==> config.mk <==
export PLATFORM = sky130hd
export DESIGN_NAME = reg_share_arbiter
export DESIGN_NICKNAME = d
export VERILOG_FILES = /design/src/rtl/reg_share_pkg.sv /design/src/rtl/reg_share_arbiter_rr_pick.sv /design/src/rtl/reg_share_arbiter.sv
export SDC_FILE = /design/constraint.sdc
export NUM_CORES = 1
export LEC_CHECK = 0
export BUFFER_PORTS_ARGS = -buffer_cell sky130_fd_sc_hd__buf_4
export CAP_MARGIN = 10
export CORE_MARGIN = 8
export CORE_UTILIZATION = 50
export CTS_CLUSTER_SIZE = 14
export DETAILED_ROUTE_END_ITERATION = 10
export PLACE_DENSITY = 0.87
export SLEW_MARGIN = 20
export SYNTH_ARGS = -nofsm -noshare
export SYNTH_HDL_FRONTEND = slang
export SYNTH_SLANG_ARGS = --single-unit
==> constraint.sdc <==
create_clock -name clk -period 5.47 [get_ports clk]
set_clock_uncertainty 0.05 [all_clocks]
set_input_delay 0.2735 -clock clk [delete_from_list [all_inputs] [get_ports clk]]
set_output_delay 0.2735 -clock clk [all_outputs]
set_load 0.005 [all_outputs]
==> src/rtl/reg_share_pkg.sv <==
// reg_share_pkg: shared types and width helpers for the register-sharing arbiter.
//   state_t : arbiter FSM state (IDLE = open arbitration, OWNED = locked burst)
//   idx_w   : bit width needed to index n requesters (at least 1)
package reg_share_pkg;

    typedef enum logic {IDLE, OWNED} state_t;

    function automatic int idx_w(input int n);
        return (n > 1) ? $clog2(n) : 1;
    endfunction

endpackage

==> src/rtl/reg_share_arbiter_rr_pick.sv <==
// rr_pick: combinational rotating-priority encoder.
//   req   [N-1:0]  : request vector
//   ptr   [IW-1:0] : highest-priority index (must be < N)
//   grant [N-1:0]  : one-hot grant of the first request at or after ptr (mod N)
//   idx   [IW-1:0] : index of the granted request
//   any            : at least one request present
module rr_pick
    import reg_share_pkg::*;
#(
    parameter int N  = 4,
    parameter int IW = idx_w(N)
) (
    input  logic [N-1:0]  req,
    input  logic [IW-1:0] ptr,
    output logic [N-1:0]  grant,
    output logic [IW-1:0] idx,
    output logic          any
);

    // Scan from the lowest priority to the highest so the last hit,
    // i.e. the one closest to ptr, wins. Manual wrap supports non-power-of-two N.
    always_comb begin
        int j;
        idx = '0;
        for (int k = N - 1; k >= 0; k--) begin
            j = int'(ptr) + k;
            if (j >= N) j = j - N;
            if (req[j]) idx = IW'(j);
        end
        any   = |req;
        grant = any ? (N'(1) << idx) : '0;
    end

endmodule

==> src/rtl/reg_share_arbiter.sv <==
// reg_share_arbiter: round-robin write port for one shared register, with bounded lock bursts.
//   clk, rst           : clock, synchronous active-high reset
//   req_valid/req_lock : per-requester write request and keep-ownership request
//   req_data           : requester i data at [i*WIDTH +: WIDTH]
//   req_ready          : one-hot grant (transfer = valid & ready)
//   q, q_upd           : register contents and one-cycle new-data strobe
//   owner              : last writer or current lock holder
//   busy               : a lock is held
module reg_share_arbiter
    import reg_share_pkg::*;
#(
    parameter int N_REQ     = 4,
    parameter int WIDTH     = 8,
    parameter int MAX_BURST = 4
) (
    input  logic                       clk,
    input  logic                       rst,
    input  logic [N_REQ-1:0]           req_valid,
    input  logic [N_REQ-1:0]           req_lock,
    input  logic [N_REQ*WIDTH-1:0]     req_data,
    output logic [N_REQ-1:0]           req_ready,
    output logic [WIDTH-1:0]           q,
    output logic                       q_upd,
    output logic [$clog2(N_REQ)-1:0]   owner,
    output logic                       busy
);

    localparam int IW = idx_w(N_REQ);
    localparam int CW = $clog2(MAX_BURST + 1);

    state_t          state, state_nx;
    logic [IW-1:0]   ptr, ptr_nx, owner_nx, pick_idx, sel;
    logic [CW-1:0]   cnt, cnt_nx, cnt_inc;
    logic [N_REQ-1:0] pick_grant;
    logic            pick_any, xfer;

    function automatic logic [IW-1:0] inc(input logic [IW-1:0] i);
        return (i == IW'(N_REQ - 1)) ? '0 : i + 1'b1;
    endfunction

    rr_pick #(.N(N_REQ), .IW(IW)) u_pick (
        .req   (req_valid),
        .ptr   (ptr),
        .grant (pick_grant),
        .idx   (pick_idx),
        .any   (pick_any)
    );

    assign sel  = (state == IDLE) ? pick_idx : owner;
    assign xfer = |(req_valid & req_ready);

    always_ff @(posedge clk) begin
        if (rst) begin
            state <= IDLE;
            ptr   <= '0;
            owner <= '0;
            cnt   <= '0;
            q     <= '0;
            q_upd <= 1'b0;
        end else begin
            state <= state_nx;
            ptr   <= ptr_nx;
            owner <= owner_nx;
            cnt   <= cnt_nx;
            q_upd <= xfer;
            if (xfer) q <= req_data[sel*WIDTH +: WIDTH];
        end
    end

    // In OWNED an unlocked owner releases whether or not it transfers,
    // so the two lock-drop release conditions collapse into !req_lock[owner].
    always_comb begin
        state_nx = state;
        ptr_nx   = ptr;
        owner_nx = owner;
        cnt_nx   = cnt;
        cnt_inc  = cnt + 1'b1;
        if (state == IDLE) begin
            if (pick_any) begin
                owner_nx = pick_idx;
                if (req_lock[pick_idx] && MAX_BURST > 1) begin
                    state_nx = OWNED;
                    cnt_nx   = CW'(1);
                end else begin
                    ptr_nx = inc(pick_idx);
                end
            end
        end else if (!req_lock[owner] || cnt_inc == CW'(MAX_BURST)) begin
            state_nx = IDLE;
            ptr_nx   = inc(owner);
            cnt_nx   = '0;
        end else begin
            cnt_nx = cnt_inc;
        end
    end

    always_comb begin
        req_ready = rst ? '0 : (state == IDLE) ? pick_grant : (req_valid & (N_REQ'(1) << owner));
        busy      = (state == OWNED);
    end

endmodule

==> impl_metrics.py <==
metrics = {
    "die": {
        "die_w_um": 73.0,
        "core_um2": 3080,
        "core.rowCount": 20,
        "dieArea_um2": 5330,
        "die_h_um": 73.0,
        "pin_count": 58,
        "start_util_pct": 52.8,
    },
    "yosys": {
        "netlist_area_um2": 1630,
        "synthAdderAreaFrac_pct": 7.69,
        "ys.flop_type": "dfxtp_1",
        "synthXorXnorAreaFrac_pct": 0.538,
        "synth_top_family_by_area": "compound AO/OA/AOI/OAI gates",
        "synth_edf_count": 0,
        "postSynthRegisterBits": 17,
        "syn_inst": 210,
        "synth-compound-area-share_pct": 40.4,
        "async_reset_ff_share_pct": 0,
        "synth_mux_area_share_pct": 4.00,
        "syn_area_per_cell_um2": 7.75,
        "synth_nets": 262,
        "synth_seq_area_share_pct": 20.9,
        "ys_types": 47,
        "yosysWarnings": 0,
        "yosys.area_share.simple_pct": 16.3,
    },
    "timing": {
        "setup_violations": 0,
        "hold_viol": 0,
        "period_share_pct": 56.2,
        "tightest_slew_ps": 999,
        "tns_ps": 0,
        "holdWs_ps": 222,
        "rsz0062_at_grt": "false",
        "slew_viol_final": 0,
        "clock.fmax_mhz": 325,
        "fin_crit_ps": 3080,
        "setup_slack_ps": 2390,
        "relSlewSlack_pct": 32.9,
    },
    "route": {
        "firstDrtPassIters": 4,
        "avgRoutedWirePerCell_um": 15.8,
        "postRouteWirelength_mm": 4.76,
        "wl_met2_mm": 2.44,
        "remaining_drc_errors": 0,
        "final_antenna_net_count": 0,
        "wl_met3_um": 359,
        "wl_met1_mm": 1.94,
        "drt_first_iter_violations": 145,
        "num_vias": 1824,
        "viasPerCell": 6.06,
        "top_layer_used": "met4",
    },
    "grt": {
        "grt_max_degree": 51,
        "grtUsageTotal_pct": 17.9,
        "grt_first_pass_wirelength_mm": 7.89,
        "grt_pass1_vias": 1776,
        "overflow": 0,
        "antenna_found_initial": 0,
    },
    "layout": {
        "diodes": 0,
        "n_fill_cell": 282,
        "drive_gt1_share_pct": 29.2,
        "seq_area_um2": 340,
        "final_cell_area_um2": 2070,
        "multi_input_area_um2": 1120,
        "layout.nets": 310,
        "fin_cells": 301,
        "final_common_cell": "buf_4",
        "most-common-layout-cells": "buf_4, o21ai_0, inv_1",
        "area_delta_synth_final_pct": 27.2,
    },
    "clock_network": {
        "cts.path.max_buffers": 2,
        "cts_hold_buf": 0,
        "clk_latency_ps": 290,
        "root_buffer": "clkbuf_4",
        "cts.sinks": 17,
        "cts.repair.resized": 0,
        "cts_made_buffers": 3,
        "clk_transition_reported_paths_ps": 100,
        "cts_tree": "built",
        "cts_htree_levels": 1,
        "post_cts_buffers": 0,
    },
    "flow_run": {
        "max-cap-violations": 0,
    },
    "setup_path": {
        "cp_max_fo": 21,
        "cp_slowest_cell": "nor3_1",
        "startpoint_type": "register",
        "worstPathArrival_ps": 3260,
        "crit_chain": "nand2b_1 -> a21oi_2 -> or3_4 -> clkinv_2 -> ha_1 -> nor2b_1 -> o21ai_0 -> nand3_1 -> nor3_1 -> a32o_1",
        "critPathKind": "register to register",
        "critPathCaptureType": "register",
        "required_ps": 5650,
        "cpPeakStageDelay_ps": 810,
    },
    "power_and_ir_drop": {
        "peakVddDrop_mv": 0.269,
        "power_leakage_nw": 0.929,
        "power_density_nw_per_um2": 380,
    },
    "place": {
        "place_congestion": 0.868,
        "place_ws_ps": 2470,
        "dpl-instance-area_um2": 2040,
        "port_buffers": 57,
        "placed_cells": 297,
        "dp_hpwl_mm": 3.57,
    },
    "status": {
        "status": "finished clean",
    },
    "min_path": {
        "hold_class": "primary input to register",
    },
}
[synthesized netlist by cell type, types with 4 or more instances]
library cell / n / area [um^2]
nor2_1: 10 / 37.5
dfxtp_1: 17 / 340
o21ai_0: 25 / 125
clkbuf_1: 7 / 26.3
ha_1: 10 / 125
a32oi_1: 4 / 35.0
nor2b_1: 6 / 37.5
a22o_1: 8 / 70.1
a21oi_1: 12 / 60.1
nand2_1: 15 / 56.3
inv_1: 22 / 82.6
buf_2: 5 / 25.0
a32o_1: 8 / 80.1
o311ai_0: 7 / 61.3
o211ai_1: 9 / 67.6
[routing by layer]
layer  vias up  track usage, %
met4         0            4.44
met3         2            4.26
met1       871            20.9
met5         -               0
li1        883               -
met2        68            31.5
[critical path, delay by kind of cell, from the launching register on]
kind                     cells  cell delay [ps]
adder cells (fa/ha/maj)      1              290
AND/OR/NAND/NOR              5             1440
AO/OA/AOI/OAI                3              630
buffers and inverters        1              240
flip-flops                   1              370
[where the power goes]
group / switching, mW / total, mW / internal [mW] / leakage (nW)
registers: 0.0489 / 0.219 / 0.170 / 0.140
clock network: 0.0399 / 0.0683 / 0.0284 / 0.0150
logic: 0.266 / 0.499 / 0.233 / 0.774
total: 0.355 / 0.786 / 0.431 / 0.929
[cells by family after synthesis]
family / Yosys count
AOI/OAI and AO/OA: 88
xor gates and xnor gates: 1
adders and majority gates: 10
buffers and inverters: 39
DFF: 17
muxes: 4
and+or+nand+nor: 51
[per-stage QoR]
step / utilization (%) / power (mW)
after floorplan: - / 0.559
after global placement: 66.4 / 0.705
after detailed placement: 66.4 / 0.715
after CTS: 67.2 / 0.783
after global routing: 67.2 / 0.850
final: 67.2 / 0.786
[sequential cells by signal (all words and copies together) (netlist names)]
signal,flops
q,8
cnt,3
owner,2
ptr,2
busy,1
q_upd,1
[layout make-up]
class | instances | area share [%]
clock buffer | 4 | 1.27
sequential | 17 | 16.4
inverter | 24 | 4.41
tap | 44 | 2.66
timing repair buffer | 58 | 21.0
multi-input combinational | 154 | 54.2
[final timing paths]
kind	startpoint	to	slack [ps]	depth (start not counted)
setup / recovery	ptr[1]	q[4]	2390	10
hold / removal	rst	busy	220	2
setup reg to reg	ptr[1]	q[4]	2390	10
hold reg to reg	q[1]	q[1]	430	1
No activity file was read; power rests on OpenSTA's default activity.
